`config.mk`:
```
export PLATFORM = sky130hd
export DESIGN_NAME = genesis_pad_conditioner
export DESIGN_NICKNAME = d
export VERILOG_FILES = /design/src/rtl/genesis_pad_conditioner.sv
export SDC_FILE = /design/constraint.sdc
export NUM_CORES = 1
export LEC_CHECK = 0
export BUFFER_PORTS_ARGS = -buffer_cell sky130_fd_sc_hd__buf_2
export CAP_MARGIN = 20
export CORE_MARGIN = 4
export CORE_UTILIZATION = 50
export CTS_CLUSTER_DIAMETER = 80
export DETAILED_ROUTE_END_ITERATION = 6
export PLACE_DENSITY_LB_ADDON = 0.3
export RECOVER_POWER = 100
export SLEW_MARGIN = 20
export SYNTH_ARGS = -nofsm -noshare
export SYNTH_HDL_FRONTEND = slang
export SYNTH_SLANG_ARGS = --single-unit
export TNS_END_PERCENT = 5
```
`constraint.sdc`:
```
create_clock -name iCLK -period 2.1 [get_ports iCLK]
set_input_delay 0.21 -clock iCLK [delete_from_list [all_inputs] [get_ports iCLK]]
set_output_delay 0.21 -clock iCLK [all_outputs]
set_load 0.02 [all_outputs]
```
`src/rtl/genesis_pad_conditioner.sv`:
```
`default_nettype none
// ---------------------------------------------------------------------------
// genesis_pad_conditioner : pad-type qualification, button masking, debounce,
// A/B/C turbo and per-frame latching of the Genesis joystick vector. Rev 1.0
// ---------------------------------------------------------------------------
module genesis_pad_conditioner #(
  parameter int TICK_DIV        = 50000,
  parameter int DEB_TICKS       = 4,
  parameter int TYPE_QUAL_TICKS = 64,
  parameter int TURBO_FRAMES    = 4,
  parameter bit LATCH_ON_VBLANK = 1'b1
) (
  input  logic        iCLK,
  input  logic        iN_RESET,
  input  logic [11:0] iGENPAD_DECODED,
  input  logic [1:0]  iGENPAD_TYPE,
  input  logic        iVBLANK,
  input  logic [2:0]  iTURBO_EN,
  output logic [11:0] oJOY,
  output logic        oFRAME_STROBE,
  output logic [1:0]  oPAD_TYPE,
  output logic        oPAD_VALID,
  output logic        oPAD_ERROR
);

  localparam int                   c_presc_w   = (TICK_DIV > 1) ? $clog2(TICK_DIV) : 1;
  localparam logic [c_presc_w-1:0] c_presc_max = c_presc_w'(TICK_DIV - 1);
  localparam logic [7:0]           c_qual      = 8'(TYPE_QUAL_TICKS);
  localparam logic [3:0]           c_deb       = 4'(DEB_TICKS);
  localparam logic [3:0]           c_tmax      = 4'(TURBO_FRAMES - 1);

  typedef enum logic [1:0] {
    ST_INIT    = 2'd0,
    ST_QUALIFY = 2'd1,
    ST_ACTIVE  = 2'd2,
    ST_ERROR   = 2'd3
  } state_t;

  logic [c_presc_w-1:0] r_presc;
  logic                 w_tick;
  state_t               r_state;
  state_t               w_state_nxt;
  logic [1:0]           r_cand_type;
  logic [1:0]           w_cand_nxt;
  logic [7:0]           r_qcnt;
  logic [7:0]           w_qcnt_nxt;
  logic                 w_requal;
  logic                 w_active;
  logic                 w_exit;
  logic [11:0]          w_mask;
  logic [11:0]          w_sample;
  logic [11:0]          r_cand_vec;
  logic [11:0]          r_stable_vec;
  logic [11:0]          w_turbo;
  logic [3:0]           r_dcnt;
  logic [3:0]           r_tcnt;
  logic                 r_vb_meta;
  logic                 r_vb_sync;
  logic                 r_vb_prev;
  logic                 r_vb_rise;
  logic                 w_twrap;
  logic [2:0]           r_phase;

  assign w_tick = (r_presc == c_presc_max);

  always_ff @(posedge iCLK or negedge iN_RESET) begin
    if (!iN_RESET)   r_presc <= '0;
    else if (w_tick) r_presc <= '0;
    else             r_presc <= r_presc + 1'b1;
  end

  // Any restart or QUALIFY step re-evaluates the decision, so a qualify
  // length of one resolves on the very tick of the change.
  always_comb begin
    w_state_nxt = r_state;
    w_cand_nxt  = r_cand_type;
    w_qcnt_nxt  = r_qcnt;
    w_requal    = 1'b0;
    if (w_tick) begin
      if (r_state == ST_INIT || iGENPAD_TYPE != r_cand_type) begin
        w_cand_nxt = iGENPAD_TYPE;
        w_qcnt_nxt = 8'd1;
        w_requal   = 1'b1;
      end else if (r_state == ST_QUALIFY) begin
        w_qcnt_nxt = r_qcnt + 8'd1;
        w_requal   = 1'b1;
      end
      if (w_requal) begin
        if (w_qcnt_nxt == c_qual) w_state_nxt = (w_cand_nxt == 2'd3) ? ST_ERROR : ST_ACTIVE;
        else                      w_state_nxt = ST_QUALIFY;
      end
    end
  end

  always_ff @(posedge iCLK or negedge iN_RESET) begin
    if (!iN_RESET) begin
      r_state     <= ST_INIT;
      r_cand_type <= 2'd0;
      r_qcnt      <= 8'd0;
      oPAD_VALID  <= 1'b0;
      oPAD_ERROR  <= 1'b0;
      oPAD_TYPE   <= 2'd0;
    end else begin
      r_state     <= w_state_nxt;
      r_cand_type <= w_cand_nxt;
      r_qcnt      <= w_qcnt_nxt;
      oPAD_VALID  <= (w_state_nxt == ST_ACTIVE);
      oPAD_ERROR  <= (w_state_nxt == ST_ERROR);
      oPAD_TYPE   <= (w_state_nxt == ST_ACTIVE) ? w_cand_nxt : 2'd0;
    end
  end

  assign w_active = (r_state == ST_ACTIVE);
  assign w_exit   = w_active && (w_state_nxt != ST_ACTIVE);

  always_comb begin
    case (r_cand_type)
      2'd0:    w_mask = 12'h06F;
      2'd1:    w_mask = 12'h0FF;
      default: w_mask = 12'hFFF;
    endcase
  end

  assign w_sample = iGENPAD_DECODED & w_mask;

  always_ff @(posedge iCLK or negedge iN_RESET) begin
    if (!iN_RESET) begin
      r_cand_vec   <= 12'd0;
      r_stable_vec <= 12'd0;
      r_dcnt       <= 4'd0;
    end else if (!w_active) begin
      r_cand_vec   <= 12'd0;
      r_stable_vec <= 12'd0;
      r_dcnt       <= 4'd0;
    end else if (w_tick) begin
      if (w_sample != r_cand_vec) begin
        r_cand_vec <= w_sample;
        r_dcnt     <= 4'd1;
        if (c_deb == 4'd1) r_stable_vec <= w_sample;
      end else if (r_dcnt < c_deb) begin
        r_dcnt <= r_dcnt + 4'd1;
        if (r_dcnt + 4'd1 == c_deb) r_stable_vec <= r_cand_vec;
      end
    end
  end

  always_ff @(posedge iCLK or negedge iN_RESET) begin
    if (!iN_RESET) begin
      r_vb_meta <= 1'b0;
      r_vb_sync <= 1'b0;
      r_vb_prev <= 1'b0;
      r_vb_rise <= 1'b0;
    end else begin
      r_vb_meta <= iVBLANK;
      r_vb_sync <= r_vb_meta;
      r_vb_prev <= r_vb_sync;
      r_vb_rise <= r_vb_sync & ~r_vb_prev;
    end
  end

  assign w_twrap = r_vb_rise && (r_tcnt == c_tmax);

  always_ff @(posedge iCLK or negedge iN_RESET) begin
    if (!iN_RESET)      r_tcnt <= 4'd0;
    else if (r_vb_rise) r_tcnt <= (r_tcnt == c_tmax) ? 4'd0 : r_tcnt + 4'd1;
  end

  // Released bits park their phase at 1 so a fresh press is seen at once.
  always_ff @(posedge iCLK or negedge iN_RESET) begin
    if (!iN_RESET)      r_phase <= 3'd0;
    else if (!w_active) r_phase <= 3'd0;
    else                r_phase <= ~r_stable_vec[6:4] | (r_phase ^ ({3{w_twrap}} & iTURBO_EN));
  end

  always_comb begin
    w_turbo      = r_stable_vec;
    w_turbo[6:4] = r_stable_vec[6:4] & (r_phase | ~iTURBO_EN);
  end

  generate
    if (LATCH_ON_VBLANK) begin : g_latch
      always_ff @(posedge iCLK or negedge iN_RESET) begin
        if (!iN_RESET) begin
          oJOY          <= 12'd0;
          oFRAME_STROBE <= 1'b0;
        end else if (!w_active || w_exit) begin
          oJOY          <= 12'd0;
          oFRAME_STROBE <= 1'b0;
        end else begin
          if (r_vb_rise) oJOY <= w_turbo;
          oFRAME_STROBE <= r_vb_rise;
        end
      end
    end else begin : g_follow
      always_ff @(posedge iCLK or negedge iN_RESET) begin
        if (!iN_RESET) begin
          oJOY          <= 12'd0;
          oFRAME_STROBE <= 1'b0;
        end else if (!w_active || w_exit) begin
          oJOY          <= 12'd0;
          oFRAME_STROBE <= 1'b0;
        end else begin
          oJOY          <= w_turbo;
          oFRAME_STROBE <= r_vb_rise;
        end
      end
    end
  endgenerate

endmodule
`default_nettype wire
```
-- After elaboration in Yosys (flattened, before gate mapping)
Index checks and enable logic that the tools add are counted.
- word-level logic and storage cells: 96
- flip-flop bits (word level): 84
- output and inout port bits: 17
- bits of input ports: 20
- bitwise gates (word level): 10
- reduce and logical (&&, ||, !) cells: 11
- order comparisons: 1
- eq/ne operators: 19
- multiplexer cells: 33
- $add $sub $neg: 4
- operators with widths (operator ; count):
    $mux W12 ; 10
    $mux W8 ; 3
    $pmux W12 S2 ; 1
    $mux W4 ; 5
    $add A16 B1 Y16 const B ; 1
    $eq A16 B16 Y1 const B ; 1
    $mux W16 ; 1
    $mux W2 ; 7
    $and A12 B12 Y12 ; 1
    $ne A12 B12 Y1 ; 1
    $add A4 B1 Y4 const B ; 2
    $add A8 B1 Y8 const B ; 1
    $eq A2 B2 Y1 const B ; 4
    $eq A8 B7 Y1 const B ; 1
    $and A3 B3 Y3 ; 2
    $ne A2 B1 Y1 const B ; 3
    $ne A2 B2 Y1 const B ; 3
    $not A3 Y3 ; 2
    $or A3 B3 Y3 ; 2
    $mux W1 ; 5
    $eq A2 B1 Y1 const B ; 2
    $eq A4 B2 Y1 const B ; 1
    $eq A4 B3 Y1 const B ; 1
    $logic_not A2 Y1 ; 2
    13 further kinds ; 16

-- Logic depth before layout (Yosys ltp)
Gate-level depths: netlist of run 1.
- depth in word-level cells: 13
- gate-level depth with buffers: 7
- mapped depth without buffers: 6

-- Least setup slack after synthesis of run 1
Ideal clock, no wire load.
- kind: register to register
- start: register r_qcnt[0]
- end: register oPAD_TYPE[0]
- required time: 2006 ps
- stages on the path, launching flop included: 7
- arrival time: 1675 ps
- slack: 331 ps
- cell sequence: dfrtp_1 -> ha_1 -> nand4b_1 -> or3_1 -> a21oi_1 -> o2111ai_1 -> a211oi_1
- cells in the longest elaborated chain, start to end: 10
- RTL lines (element ; line ; source):
    start, declared ; 45 ; logic [7:0] r_qcnt;
    start signal, assigned ; 106 ; r_qcnt <= w_qcnt_nxt;
    $add A8 B1 Y8 ; 85 ; w_qcnt_nxt = r_qcnt + 8'd1;
    $mux W8 (*) ; 84 ; end else if (r_state == ST_QUALIFY) begin
    $mux W8 (*) ; 80 ; if (r_state == ST_INIT || iGENPAD_TYPE != r_cand_type) begin
    $mux W8 (*) ; 79 ; if (w_tick) begin
    $eq A8 B7 Y1 (*) ; 89 ; if (w_qcnt_nxt == c_qual) w_state_nxt = (w_cand_nxt == 2'd3) ? ST_ERROR : ST_ACTIVE;
    $mux W2 (*) ; 89 ;
    $mux W2 (*) ; 88 ; if (w_requal) begin
    $mux W2 (*) ; 79 ;
    $eq A2 B2 Y1 (*) ; 109 ; oPAD_TYPE <= (w_state_nxt == ST_ACTIVE) ? w_cand_nxt : 2'd0;
    $mux W2 (*) ; 109 ;
    end signal, assigned ; 109 ;
    end, declared ; 21 ; output logic [1:0] oPAD_TYPE,
Every way passes the cells marked *; elsewhere a longest branch is shown, timed or not. The select of a mux whose other input is x is not followed.
A chain may end at the register's enable or synchronous reset.

-- Final worst setup path of run 1
- start: register r_state[1]
- end: register oPAD_TYPE[0]
- cells in the longest elaborated chain, start to end: 11
- elaborated cells between the ends (all ways): 20
- those cells by class: 4 x eq/ne; 14 x mux; 2 x reduce/logical
- RTL lines (element ; line ; source):
    start, declared ; 41 ; state_t r_state;
    start signal, assigned ; 104 ; r_state <= w_state_nxt;
    branches (longest 10 deep; another with $mux W8) ; - ;
    $mux W2 (*) ; 109 ;
Mark *: on every way between the ends. The select of a mux whose other input is x is not followed.

==> flow_metrics.env, run 1 <==
export IMPL_status="finished clean"
export IMPL_synth_largest_area_cell="dfrtp_1"
export IMPL_p_sw_share_pct=24.8
export IMPL_grt_start_max_net_pins=55
export IMPL_pin_count=37
export IMPL_area_delta_synth_final_pct=13.0
export IMPL_power_frac_clock_pct=39.3
export IMPL_seq_area_mm2=0.00210
export IMPL_synthTopCellsByCount="84 x dfrtp_1, 62 x nand2_1, 36 x mux2i_1"
export IMPL_cts_buffers_inserted=9
export IMPL_grt_overflow_total=0
export IMPL_dp_cells=544
export IMPL_drc=0
export IMPL_die_area_mm2=0.00989
export IMPL_period_minus_slack_ns=1.97
export IMPL_final_nets=481
export IMPL_grt_pass1_vias=3057
export IMPL_pwr_share_seq_pct=54.8
export IMPL_synth_edf_count=0
export IMPL_routabilityCongestion=0.947
export IMPL_cts_root_buffer="clkbuf_8"
export IMPL_cts_tree="done"
export IMPL_p_leak_nw=2.11
export IMPL_worst_pin_slew_ns=1.14
export IMPL_fill_cells=700
export IMPL_rows=33
export IMPL_finish_instance_area_mm2=0.00473
export IMPL_final_hold_violation_count=0
export IMPL_firstDrtPassIters=4
export IMPL_multi_input_area_mm2=0.00195
export IMPL_max_cap_violations=0
export IMPL_worstPathRequired_ns=2.39
export IMPL_cts_max_path_buffers=2
export IMPL_avgViaCountPerCell=5.43
export IMPL_fmax_ghz=0.508
export IMPL_place_area_mm2=0.00451
export IMPL_seq_area_frac_synth_pct=50.3
export IMPL_clk_pin_slew_ns=0.10
export IMPL_portBuffers=36
export IMPL_slowest_stage="dfrtp_1"
export IMPL_synth_nets=433
export IMPL_wl_um=8370
export IMPL_clock_latency_ns=0.37
export IMPL_critPathKind="reg2reg"
export IMPL_grt_pass1_wl_um=14500
export IMPL_synth_seq_cells=84
export IMPL_antenna_found_initial=0
export IMPL_vias=3076
export IMPL_synthCells=408
export IMPL_fin_hold_ws_ns=0.0929
export IMPL_min_period_over_period_pct=93.6
export IMPL_die_w_um=99.5
export IMPL_cp_arrival_ns=2.25
export IMPL_drt_antenna_violating_nets=0
export IMPL_fin_skew_ns=0.0174
export IMPL_cp_end_kind="register"
export IMPL_synth_ff_type="dfrtp_1"
export IMPL_dp_final_hpwl_um=5840
export IMPL_syn_avg_cell_area_um2=10.3
export IMPL_syn_area_mm2=0.00418
export IMPL_synth_warnings=0
export IMPL_synth_top_area_share_pct=50.3
export IMPL_drt_iter0_markers=140
export IMPL_grt_use_total_pct=18.5
export IMPL_p_int_mw=2.28
export IMPL_critical_path_max_stage_delay_ns=0.50
export IMPL_n_antenna_cell=0
export IMPL_start_util_pct=51.2
export IMPL_p_sw_uw=752
export IMPL_clock_sinks=84
export IMPL_start_kind="register"
export IMPL_ir_worst_vdd_mv=0.336
export IMPL_crit_fanout=12
export IMPL_utilization_pct=57.8
export IMPL_power_frac_comb_pct=5.8
export IMPL_worstHoldPathType="in2reg"
export IMPL_worstPathCellList="nand3b_1 -> buf_4 -> o31ai_1 -> o2111ai_4 -> a211oi_2"
export IMPL_coreArea_mm2=0.00818
export IMPL_synth_most_common_cell="dfrtp_1"
export IMPL_drive_gt1_share_pct=15.6
export IMPL_wire_per_inst_um=14.8
export IMPL_setup_viol=0
export IMPL_power_density_mw_per_mm2=641
export IMPL_async_reset_ff_share_pct=100
export IMPL_netlist_top_cells_area="dfrtp_1 50%, mux2i_1 8.6%, nand2_1 5.6%"
export IMPL_htree_num_levels=3
export IMPL_drv_slew=0
export IMPL_setup_tns_ns=0
export IMPL_die_height_um=99.5
export IMPL_slew_headroom_pct=23.8
export IMPL_synthDistinctLibCells=55
export IMPL_stdcell_count=566
## cell usage in the layout, fill, tap and decap left out, types with 3 or more instances in the layout
cell      count
clkbuf_8      9
clkbuf_1     18
buf_2        18
nand2b_1      7
mux2i_1      36
nor4_1        3
and3_1        6
ha_1          4
inv_6         4
xor2_1       15
inv_1        16
clkbuf_2      7
nor2_1       29
xnor2_1      14
dfrtp_1      83
nand2_1      62
nand3_1      14
o22ai_1       4
buf_4         8
a31oi_1       4
o21ai_0      14
nand4_1      10
nor3_1        7
a21oi_1      10
nor2b_1       3
o211ai_1      3
and2_1        3
## per-stage QoR
step / setup WS (ns) / power [mW]
detailed placement: -0.0126 / 1.87
floorplan: 0.331 / 1.78
global route: -0.000428 / 3.16
global placement: 0.193 / 1.86
finish: 0.133 / 3.03
CTS: 0.0377 / 3.07
## worst max-delay path: cells and delay by family, from the launching register on
kind,cells,cell delay (ns)
buffers and inverters,1,0.19
AND/OR/NAND/NOR,1,0.31
flip-flops,1,0.50
AO/OA/AOI/OAI,3,0.89
## power by group through the flow
stage	registers [mW]	clock network, mW	logic, mW
CTS	1.66	1.23	0.178
global placement	1.69	0	0.170
floorplan	1.69	0	0.0913
detailed placement	1.69	0	0.173
finish	1.66	1.19	0.177
global route	1.67	1.29	0.201
## final cells by class
cell class	instances	area share (%)
Sequential cell	84	44.5
Clock inverter	7	1.67
Timing Repair Buffer	54	5.93
Inverter	16	1.27
Clock buffer	9	2.62
Tap cell	105	2.78
Multi-Input combinational cell	291	41.2
## worst paths after layout
check                                   start              to  slack (ns)  cells after the start
min                        iGENPAD_DECODED[6]   r_cand_vec[6]        0.09                      3
max reg2reg                        r_state[1]    oPAD_TYPE[0]        0.13                      5
min reg2reg                         r_vb_meta       r_vb_sync        0.36                      0
min in group asynchronous            iN_RESET       r_tcnt[0]        0.42                      2
max                                r_state[1]    oPAD_TYPE[0]        0.13                      5
max in group asynchronous            iN_RESET  r_cand_type[1]        0.39                      3
## metal layers
| metal | vias up | GRT usage, % | wire length, um |
|---|---|---|---|
| met5 | - | 0 | 0 |
| met4 | 0 | 9.24 | 193 |
| met3 | 14 | 4.14 | 272 |
| met2 | 49 | 27.1 | 3850 |
| met1 | 1487 | 25.8 | 4040 |
| li1 | 1526 | - | - |
## timing repair
item,CTS,global route
buffers inserted,0,4
resized for setup,1,8
setup endpoints to repair,1,29
hold buffers,2,0
cloned,0,0
pin swaps,0,2
endpoints found under the hold margin,31,0
## logic make-up after synthesis
kind of cell	Yosys count	share of synthesized area (%)
and+or+nand+nor	165	21.0
DFF	84	50.3
AOI/OAI and AO/OA	55	8.73
muxes	37	8.88
buffers and inverters	33	3.59
xor gates and xnor gates	29	6.07
adders and majority gates	5	1.50
## registers in the layout, indices dropped and copies added, names as in the netlist
name           cells
r_presc           16
oJOY              12
r_cand_vec        12
r_stable_vec      12
r_qcnt             8
r_dcnt             4
r_tcnt             4
r_phase            3
oPAD_TYPE          2
r_cand_type        2
r_state            2
oFRAME_STROBE      1
oPAD_ERROR         1
oPAD_VALID         1
r_vb_meta          1
r_vb_prev          1
r_vb_rise          1
r_vb_sync          1
(Power assumes the default switching activity.)
==> run 2, diff against run 1 <==
--- a/config.mk
+++ b/config.mk
@@ -8,7 +8,7 @@
 export BUFFER_PORTS_ARGS = -buffer_cell sky130_fd_sc_hd__buf_2
 export CAP_MARGIN = 20
 export CORE_MARGIN = 4
-export CORE_UTILIZATION = 50
+export CORE_UTILIZATION = 40
 export CTS_CLUSTER_DIAMETER = 80
 export DETAILED_ROUTE_END_ITERATION = 6
 export PLACE_DENSITY_LB_ADDON = 0.3
==> run 2 against run 1 <==
Effect of this change: the flow now finishes with violations (max-capacitance violations, max-slew violations); hold slack gained 0.012 ns; sequential power is essentially flat; first-iteration DRC count grew 2.1%.
==> flow_metrics.env, run 2 (synthesized netlist as in run 1, its figures left out) <==
export IMPL_ir_worst_vdd_mv=0.268
export IMPL_power_density_mw_per_mm2=628
export IMPL_p_sw_uw=735
export IMPL_cp_arrival_ns=2.24
export IMPL_worst_pin_slew_ns=1.64
export IMPL_fill_cells=993
export IMPL_dp_final_hpwl_um=6080
export IMPL_vias=3081
export IMPL_pwr_share_seq_pct=55.2
export IMPL_drive_gt1_share_pct=15.1
export IMPL_worstPathCellList="ha_2 -> nand4b_1 -> or3_1 -> a21oi_1 -> o2111ai_2 -> a211oi_2"
export IMPL_final_hold_violation_count=0
export IMPL_wl_um=8480
export IMPL_crit_buf_inv=0
export IMPL_grt_start_max_net_pins=43
export IMPL_firstDrtPassIters=4
export IMPL_n_antenna_cell=0
export IMPL_stdcell_count=600
export IMPL_coreArea_mm2=0.0103
export IMPL_crit_fanout=6
export IMPL_antenna_found_initial=0
export IMPL_rows=37
export IMPL_p_sw_share_pct=24.4
export IMPL_violations="max-capacitance violations, max-slew violations"
export IMPL_p_int_mw=2.27
export IMPL_wire_per_inst_um=14.1
export IMPL_start_util_pct=40.7
export IMPL_cp_end_kind="register"
export IMPL_largest_register="r_presc"
export IMPL_pin_count=37
export IMPL_period_minus_slack_ns=1.97
export IMPL_hold_depth=3
export IMPL_clock_sinks=84
export IMPL_status="complete, but fails checks"
export IMPL_largest_reg_flops=16
export IMPL_final_nets=484
export IMPL_dp_cells=577
export IMPL_power_frac_clock_pct=38.7
export IMPL_critPathKind="reg2reg"
export IMPL_die_area_mm2=0.0122
export IMPL_clock_latency_ns=0.36
export IMPL_htree_num_levels=3
export IMPL_layout_common_cells="83 x dfrtp_1, 62 x nand2_1, 36 x mux2i_1, 29 x nor2_1, 20 x clkbuf_1"
export IMPL_p_leak_nw=2.14
export IMPL_avgViaCountPerCell=5.14
export IMPL_max_cap_violations=1
export IMPL_drv_slew=29
export IMPL_power_frac_comb_pct=6.1
export IMPL_drt_antenna_violating_nets=0
export IMPL_slowest_stage="dfrtp_1"
export IMPL_portBuffers=36
export IMPL_start_kind="register"
export IMPL_reg2reg_depth=6
export IMPL_worstHoldPathType="in2reg"
export IMPL_final_common_cell="dfrtp_1"
export IMPL_setup_viol=0
export IMPL_utilization_pct=46.6
export IMPL_critical_path_max_stage_delay_ns=0.41
export IMPL_grt_pass1_wl_um=14800
export IMPL_drt_iter0_markers=143
export IMPL_min_period_over_period_pct=93.6
export IMPL_area_delta_synth_final_pct=14.5
export IMPL_grt_overflow_total=0
export IMPL_critPathTopFamily="compound AO/OA/AOI/OAI gates"
export IMPL_fmax_ghz=0.509
export IMPL_worstPathRequired_ns=2.38
export IMPL_grt_use_total_pct=15.5
export IMPL_rsz0062_at_grt="false"
export IMPL_die_height_um=110
export IMPL_drc=0
export IMPL_routabilityCongestion=0.821
export IMPL_grt_pass1_vias=3082
export IMPL_cts_max_path_buffers=2
export IMPL_slew_headroom_pct=-9.54
export IMPL_regToRegSetupSlack_ns=0.13
export IMPL_die_w_um=110
export IMPL_cp_num_cells=6
export IMPL_cts_tree="done"
export IMPL_clk_pin_slew_ns=0.09
export IMPL_cts_buffers_inserted=9
export IMPL_cts_root_buffer="clkbuf_8"
export IMPL_fin_skew_ns=0.0103
export IMPL_setup_tns_ns=0
run 2: cell types whose count changed in the layout (fill, tap and decap cells not counted), sizes merged:
cell | before | now
clkbuf | 35 | 31
buf | 26 | 33
clkinv | 2 | 5
inv | 20 | 17
run 2: final timing paths:
check / startpoint / endpoint
max in group asynchronous: iN_RESET / r_presc[10]
worst max register to register: r_qcnt[0] / oPAD_TYPE[1]
worst min-delay path: iGENPAD_DECODED[6] / r_cand_vec[6]
min in group asynchronous: iN_RESET / r_stable_vec[3]
worst min register to register: r_vb_meta / r_vb_sync
worst max-delay path: r_qcnt[0] / oPAD_TYPE[1]
run 2: repair_timing:
item / 4_1_cts / 5_1_grt
hold buffers: 2 / 0
setup buffers: 0 / 5
endpoints found under the hold margin: 28 / 0
pin swaps: 0 / 1
gates resized for setup: 1 / 4
endpoints found under the setup margin: 1 / 6
run 2: metrics by stage:
stage               cell area, um^2  hold slack (ns)  worst slack (ns)  total power [mW]
finish                         4790            0.105             0.134              3.01
global route                   4790            0.103           0.00775              3.16
CTS                            4800           0.0903           0.00117              3.04
detailed placement             4580            0.162           0.00582              1.87
global placement               4580            0.156             0.187              1.86
floorplan                      4180          -0.0856             0.331              1.78
run 2: final cells by class:
type / instances / area (um^2) / area share [%]
Multi-Input combinational cell: 291 / 1920 / 40.2
Inverter: 16 / 60.1 / 1.25
Clock buffer: 9 / 124 / 2.59
Sequential cell: 84 / 2100 / 43.9
Timing Repair Buffer: 57 / 333 / 6.95
Tap cell: 136 / 170 / 3.55
Clock inverter: 7 / 75.1 / 1.57
run 2: power by group through the flow:
| stage | Combinational (mW) | Sequential [mW] | Clock [mW] |
|---|---|---|---|
| 2_1_floorplan | 0.0913 | 1.69 | 0 |
| 3_3_place_gp | 0.172 | 1.69 | 0 |
| 3_5_place_dp | 0.177 | 1.69 | 0 |
| 4_1_cts | 0.180 | 1.66 | 1.20 |
| 5_1_grt | 0.211 | 1.67 | 1.28 |
| 6_report | 0.182 | 1.66 | 1.16 |
run 2: layer usage:
layer / wire length [um] / vias to the layer above / global-route usage, %
li1: - / 1520 / -
met1: 4170 / 1511 / 21.0
met2: 3900 / 40 / 24.7
met3: 267 / 10 / 3.15
met4: 139 / 0 / 5.89
met5: 0 / - / 0
run 2: worst reg2reg max path: stages, from the launching register on:
cell and delay (ns):
dfrtp_1 0.41, ha_2 0.24, nand4b_1 0.18, or3_1 0.37, a21oi_1 0.18, o2111ai_2 0.22
a211oi_2 0.28
